$ cat src/rtl/synth_pkg.sv
// Shared synthesizer definitions: note half-period table, default divider width,
// scheduler state encoding and the system clock rate.
package synth_pkg;

  localparam int HP_W   = 17;
  localparam int CLK_HZ = 50_000_000;

  typedef enum logic [1:0] {
    IDLE    = 2'd0,
    PLAY    = 2'd1,
    GAP     = 2'd2,
    SUSTAIN = 2'd3
  } state_t;

  // Index 0 is C4, index 7 is C5; entry [i] is the half-period in clk cycles.
  localparam logic [7:0][16:0] NOTE_HP = {
    17'd47778, 17'd50619, 17'd56818, 17'd63776,
    17'd71586, 17'd75843, 17'd85131, 17'd95555
  };

endpackage

$ cat src/rtl/tone_divider.sv
// Programmable square-wave divider: each tone_out level lasts half_period cycles.
// Held cleared (count 0, tone_out 0) whenever run is low or load is high.
module tone_divider #(
  parameter int HP_W = 17
) (
  input  logic            clk,
  input  logic            reset,
  input  logic            run,
  input  logic            load,
  input  logic [HP_W-1:0] half_period,
  output logic            tone_out
);

  logic [HP_W-1:0] count;
  logic [HP_W-1:0] hp_last;

  assign hp_last = half_period - HP_W'(1);

  always_ff @(posedge clk or negedge reset) begin
    if (!reset) begin
      count    <= '0;
      tone_out <= 1'b0;
    end else if (load || !run) begin
      count    <= '0;
      tone_out <= 1'b0;
    end else if (count == hp_last) begin
      count    <= '0;
      tone_out <= ~tone_out;
    end else begin
      count    <= count + HP_W'(1);
    end
  end

endmodule

$ cat src/rtl/tone_key_scheduler.sv
// Fixed-priority key arbiter and note sequencer driving one shared tone divider.
// Define TONE_SUSTAIN_EN to add the SUSTAIN state and the SUSTAIN_CYCLES parameter.
module tone_key_scheduler #(
  parameter int NUM_KEYS   = 8,
  parameter int HP_W       = synth_pkg::HP_W,
  parameter int GAP_CYCLES = 250000
`ifdef TONE_SUSTAIN_EN
  , parameter int SUSTAIN_CYCLES = 1000000
`endif
) (
  input  logic                clk,
  input  logic                reset,
  input  logic                enable,
  input  logic [NUM_KEYS-1:0] key_in,
  output logic                tone_out,
  output logic                playing,
  output logic [2:0]          active_key,
  output logic                busy
);

  import synth_pkg::*;

  localparam int GW = $clog2(GAP_CYCLES + 1);
  localparam logic [GW-1:0] GAP_LAST = GW'(GAP_CYCLES - 1);
  localparam logic [GW-1:0] GAP_TERM = GW'(GAP_CYCLES);
`ifdef TONE_SUSTAIN_EN
  localparam int SW = $clog2(SUSTAIN_CYCLES + 1);
  localparam logic [SW-1:0] SUS_LAST = SW'(SUSTAIN_CYCLES - 1);
`endif

  state_t              state, state_nx;
  logic [2:0]          cur_key, key_nx;
  logic [GW-1:0]       gap_cnt, gap_nx;
`ifdef TONE_SUSTAIN_EN
  logic [SW-1:0]       sus_cnt, sus_nx;
`endif
  logic [NUM_KEYS-1:0] masked;
  logic [2:0]          win;
  logic                any_key;
  logic                load;
  logic                run;

  // Highest asserted index wins; enable low looks like no key at all.
  always_comb begin
    masked  = key_in & {NUM_KEYS{enable}};
    win     = 3'd0;
    any_key = |masked;
    for (int i = 0; i < NUM_KEYS; i++) begin
      if (masked[i]) win = 3'(i);
    end
  end

  always_ff @(posedge clk or negedge reset) begin
    if (!reset) begin
      state   <= IDLE;
      cur_key <= 3'd0;
      gap_cnt <= '0;
`ifdef TONE_SUSTAIN_EN
      sus_cnt <= '0;
`endif
    end else begin
      state   <= state_nx;
      cur_key <= key_nx;
      gap_cnt <= gap_nx;
`ifdef TONE_SUSTAIN_EN
      sus_cnt <= sus_nx;
`endif
    end
  end

  always_comb begin
    state_nx = state;
    key_nx   = cur_key;
    gap_nx   = '0;
`ifdef TONE_SUSTAIN_EN
    sus_nx   = '0;
`endif
    load     = 1'b0;
    case (state)
      IDLE: begin
        if (any_key) begin
          state_nx = PLAY;
          key_nx   = win;
          load     = 1'b1;
        end
      end
      PLAY: begin
        if (!any_key) begin
`ifdef TONE_SUSTAIN_EN
          state_nx = SUSTAIN;
`else
          state_nx = IDLE;
`endif
        end else if (win != cur_key) begin
          state_nx = GAP;
        end
      end
      GAP: begin
        // Keys are only looked at again on the last gap cycle.
        if (gap_cnt == GAP_LAST) begin
          if (any_key) begin
            state_nx = PLAY;
            key_nx   = win;
            load     = 1'b1;
          end else begin
            state_nx = IDLE;
          end
        end else begin
          gap_nx = (gap_cnt == GAP_TERM) ? gap_cnt : gap_cnt + GW'(1);
        end
      end
`ifdef TONE_SUSTAIN_EN
      SUSTAIN: begin
        if (any_key) begin
          state_nx = (win == cur_key) ? PLAY : GAP;
        end else if (sus_cnt == SUS_LAST) begin
          state_nx = IDLE;
        end else begin
          sus_nx = sus_cnt + SW'(1);
        end
      end
`endif
      default: state_nx = IDLE;
    endcase
    if (!enable) begin
      state_nx = IDLE;
      load     = 1'b0;
    end
  end

  // The divider runs only while the next state keeps the note sounding.
  assign run = (state_nx == PLAY) || (state_nx == SUSTAIN);

  tone_divider #(
    .HP_W(HP_W)
  ) u_div (
    .clk        (clk),
    .reset      (reset),
    .run        (run),
    .load       (load),
    .half_period(HP_W'(NOTE_HP[cur_key])),
    .tone_out   (tone_out)
  );

  assign playing    = (state == PLAY);
  assign busy       = (state != IDLE);
  assign active_key = playing ? cur_key : 3'd0;

endmodule

$ cat config.mk
export PLATFORM = sky130hd
export DESIGN_NAME = tone_key_scheduler
export DESIGN_NICKNAME = d
export VERILOG_FILES = /design/src/rtl/synth_pkg.sv /design/src/rtl/tone_divider.sv /design/src/rtl/tone_key_scheduler.sv
export SDC_FILE = /design/constraint.sdc
export NUM_CORES = 1
export LEC_CHECK = 0
export BUFFER_PORTS_ARGS = -buffer_cell sky130_fd_sc_hd__buf_2
export CAP_MARGIN = 20
export CELL_PAD_IN_SITES_DETAIL_PLACEMENT = 1
export CELL_PAD_IN_SITES_GLOBAL_PLACEMENT = 2
export CORE_MARGIN = 1.5
export CORE_UTILIZATION = 33
export CTS_CLUSTER_SIZE = 25
export DETAILED_ROUTE_END_ITERATION = 10
export PLACE_DENSITY_LB_ADDON = 0.3
export SYNTH_ARGS = -nofsm -noshare
export SYNTH_HDL_FRONTEND = slang
export SYNTH_HIERARCHICAL = 1
export SYNTH_SLANG_ARGS = --single-unit
export TNS_END_PERCENT = 10
$ cat constraint.sdc
create_clock -name clk -period 4.6 [get_ports clk]
set_input_delay 0.23 -clock clk [delete_from_list [all_inputs] [get_ports clk]]
set_output_delay 0.23 -clock clk [all_outputs]
set_load 0.05 [all_outputs]
==> impl_metrics.toml <==
[pwr]
switching_share_pct = 48.6
power_switching_uw = 788
ir_worst_vdd_mv = 0.161
power.density_nw_per_um2 = 498
internal_power_uw = 832
p_leak_nw = 1.35
power_frac_seq_pct = 28.5
finalPower_mw = 1.62
pwr-share-comb_pct = 56.2
p_clk_share_pct = 15.3

[floorplanning]
die_width_microns = 97.6
ios = 17
start_util_pct = 34.0
die_area_sq_um = 9520
die_h_microns = 97.6
fp.coreArea_sq_um = 8680
rows = 34

[clock_tree]
cts_buffer_depth = 2
clk_pin_slew_worst_paths_ps = 90
cts_setup_buffers = 0
clock_sinks = 41
cts_made_buffers = 5
cts_root_buf = "clkbuf_8"
cts_tree = "done"
cts_max_level = 2
worstSkewPairLatency_ps = 310

[timing]
fin_crit_ps = 3800
whs_ps = 243
finalCritPeriodShare_pct = 82.7
final_hold_viol_count = 0
relSlewSlack_pct = 40.7
worst_pin_slew_ps = 887
clock_skew_ps = 12.9
fin_ws_ps = 797
finalSetupViolations = 0
tns_ps = 0
rsz0062_at_grt = "no"
fmax_ghz = 0.263
drv_slew = 0

[cells_and_area]
multi_input_area_sq_um = 1820
syn_to_final_growth_pct = 10.1
num_antenna_cells = 0
seq_area_sq_um = 1030
drive_gt1_share_pct = 15.6
nets = 373
final_cell_mix = "nor2_1, dfrtp_1, xor2_1"
design_area_sq_um = 3250
final_common_cell = "nor2_1"
fin_util_pct = 37.4
fin_cells = 461
num-fill-cells = 1043

[drt]
via_count = 2321
ant_nets = 0
drt-initial-drc-count = 69
firstDrtPassIters = 4
via_per_inst = 5.03
drt_wl_total_mm = 7.10
drc = 0
wl_per_cell_microns = 15.4

[synth]
synth_top_family_by_area = "simple AND/OR/NAND/NOR gates"
synth_area_per_cell_sq_um = 8.94
yosysSeqAreaShare_pct = 34.8
synth-simple-area-share_pct = 27.2
synthCells = 330
synthMuxAreaShare_pct = 2.63
synth_fa_ha_area_share_pct = 4.24
synth_cell_type_count = 63
synth_async_sr_flop_share_pct = 100
syn_area_sq_um = 2950
yosys_warnings = 6
synth-edff-count = 0
synth_xor_xnor_area_share_pct = 16.0
synth_ff_type = "dfrtp_1"
synth_seq_cells = 41
synth_compound_area_share_pct = 11.0

[critical_path]
crit_family = "simple AND/OR/NAND/NOR gates"
cp.required_ps = 4770
crit_fanout = 17
slowest_delay_ps = 720
cp.depth = 11
path_common_cell = "nor2_1"
slowest_stage = "or4_2"
cp-end-kind = "flip-flop"
rr_worst_depth = 11
path_class = "reg2reg"
cp_data_arrival_time_ps = 3970
start_kind = "flip-flop"
crit_chain = "inv_1 -> ha_1 -> nor2b_1 -> a21oi_1 -> or3_4 -> nor2_1 -> xnor2_1 -> a41oi_1 -> or4_2 -> o21ai_4 -> nor2_1"
cp.buffers_inverters = 1

[placement]
preCtsSetupSlack_ps = 804
dp_cells = 451
io_buffers = 16
placed_cell_area_sq_um = 3130
place.gp.congestion = 0.822
hpwl_mm = 5.32

[job]
cap_violations = 0

[hold_path]
holdPathStages = 3
hp-class = "in2reg"

[global_route]
grtUsageTotal_pct = 15.8
grt_max_degree = 42
grt_first_pass_wirelength_mm = 12.4
grt_pass1_vias = 2441
overflow = 0
antenna_found_initial = 0

[status]
outcome = "complete, no violations"
tightest hold or removal path, cell delays in order:
cell	delay (ps)
buf_2	130
o41ai_2	80
mux2i_1	70
kinds of logic after synthesis:
logic type,after synthesis
other,1
muxes,7
buffers and inverters,24
and+or+nand+nor,151
adders and majority gates,10
DFF,41
AOI/OAI and AO/OA,42
xor gates and xnor gates,54
power by group through the flow:
stage | registers (mW) | clock network [mW] | logic [mW]
floorplan | 0.442 | 0 | 0.756
finish | 0.462 | 0.248 | 0.911
detailed placement | 0.471 | 0 | 0.911
CTS | 0.463 | 0.259 | 0.915
global route | 0.473 | 0.270 | 1.02
global placement | 0.467 | 0 | 0.909
state kept, by name (all words and copies together) (netlist names):
| signal | count |
|---|---|
| cur_key | 3 |
| gap_cnt | 18 |
| state | 2 |
| u_div/count | 17 |
| u_div/tone_out | 1 |
cell type report:
| type | instances | area share [%] |
|---|---|---|
| Multi-Input combinational cell | 270 | 56.1 |
| Sequential cell | 41 | 31.6 |
| Tap cell | 108 | 4.16 |
| Timing Repair Buffer | 19 | 3.62 |
| Clock buffer | 5 | 2.12 |
| Inverter | 15 | 1.73 |
| Clock inverter | 3 | 0.655 |
worst paths after layout:
path | slack, ps | start | to
max in group asynchronous | 3700 | reset | gap_cnt[13]
worst max register to register | 800 | cur_key[0] | u_div/count[8]
min in group asynchronous | 400 | reset | gap_cnt[5]
worst max-delay path | 800 | cur_key[0] | u_div/count[8]
worst min-delay path | 240 | enable | cur_key[2]
worst min register to register | 550 | gap_cnt[16] | gap_cnt[16]
cell usage after synthesis, types with 4 or more instances:
| master | number | area share (%) |
|---|---|---|
| and3_1 | 5 | 1.1 |
| dfrtp_1 | 41 | 35 |
| nand4_1 | 9 | 1.9 |
| inv_1 | 14 | 1.8 |
| o21ai_0 | 6 | 1.0 |
| xnor2_1 | 24 | 7.1 |
| or2_2 | 5 | 1.1 |
| ha_1 | 10 | 4.2 |
| nand2_1 | 19 | 2.4 |
| nor2b_1 | 6 | 1.3 |
| nand3_1 | 13 | 2.2 |
| nor3_1 | 13 | 2.2 |
| xor2_1 | 30 | 8.9 |
| a21oi_1 | 13 | 2.2 |
| mux2i_1 | 4 | 1.4 |
| nor2_1 | 53 | 6.7 |
routing by layer:
layer / part of all wire [%] / GRT usage (%) / vias up / wire (microns)
met5: 0 / 0 / - / 0
met4: 1.3 / 4.62 / 0 / 89
met3: 1.3 / 1.94 / 6 / 94
met2: 45 / 24.3 / 13 / 3180
met1: 53 / 23.3 / 1130 / 3740
li1: - / - / 1172 / -
timing repair:
item	CTS	global route
setup endpoints to repair	0	0
resized for setup	0	0
hold buffers	0	1
endpoints found under the hold margin	0	15
Power figures use the tool's default switching activity.
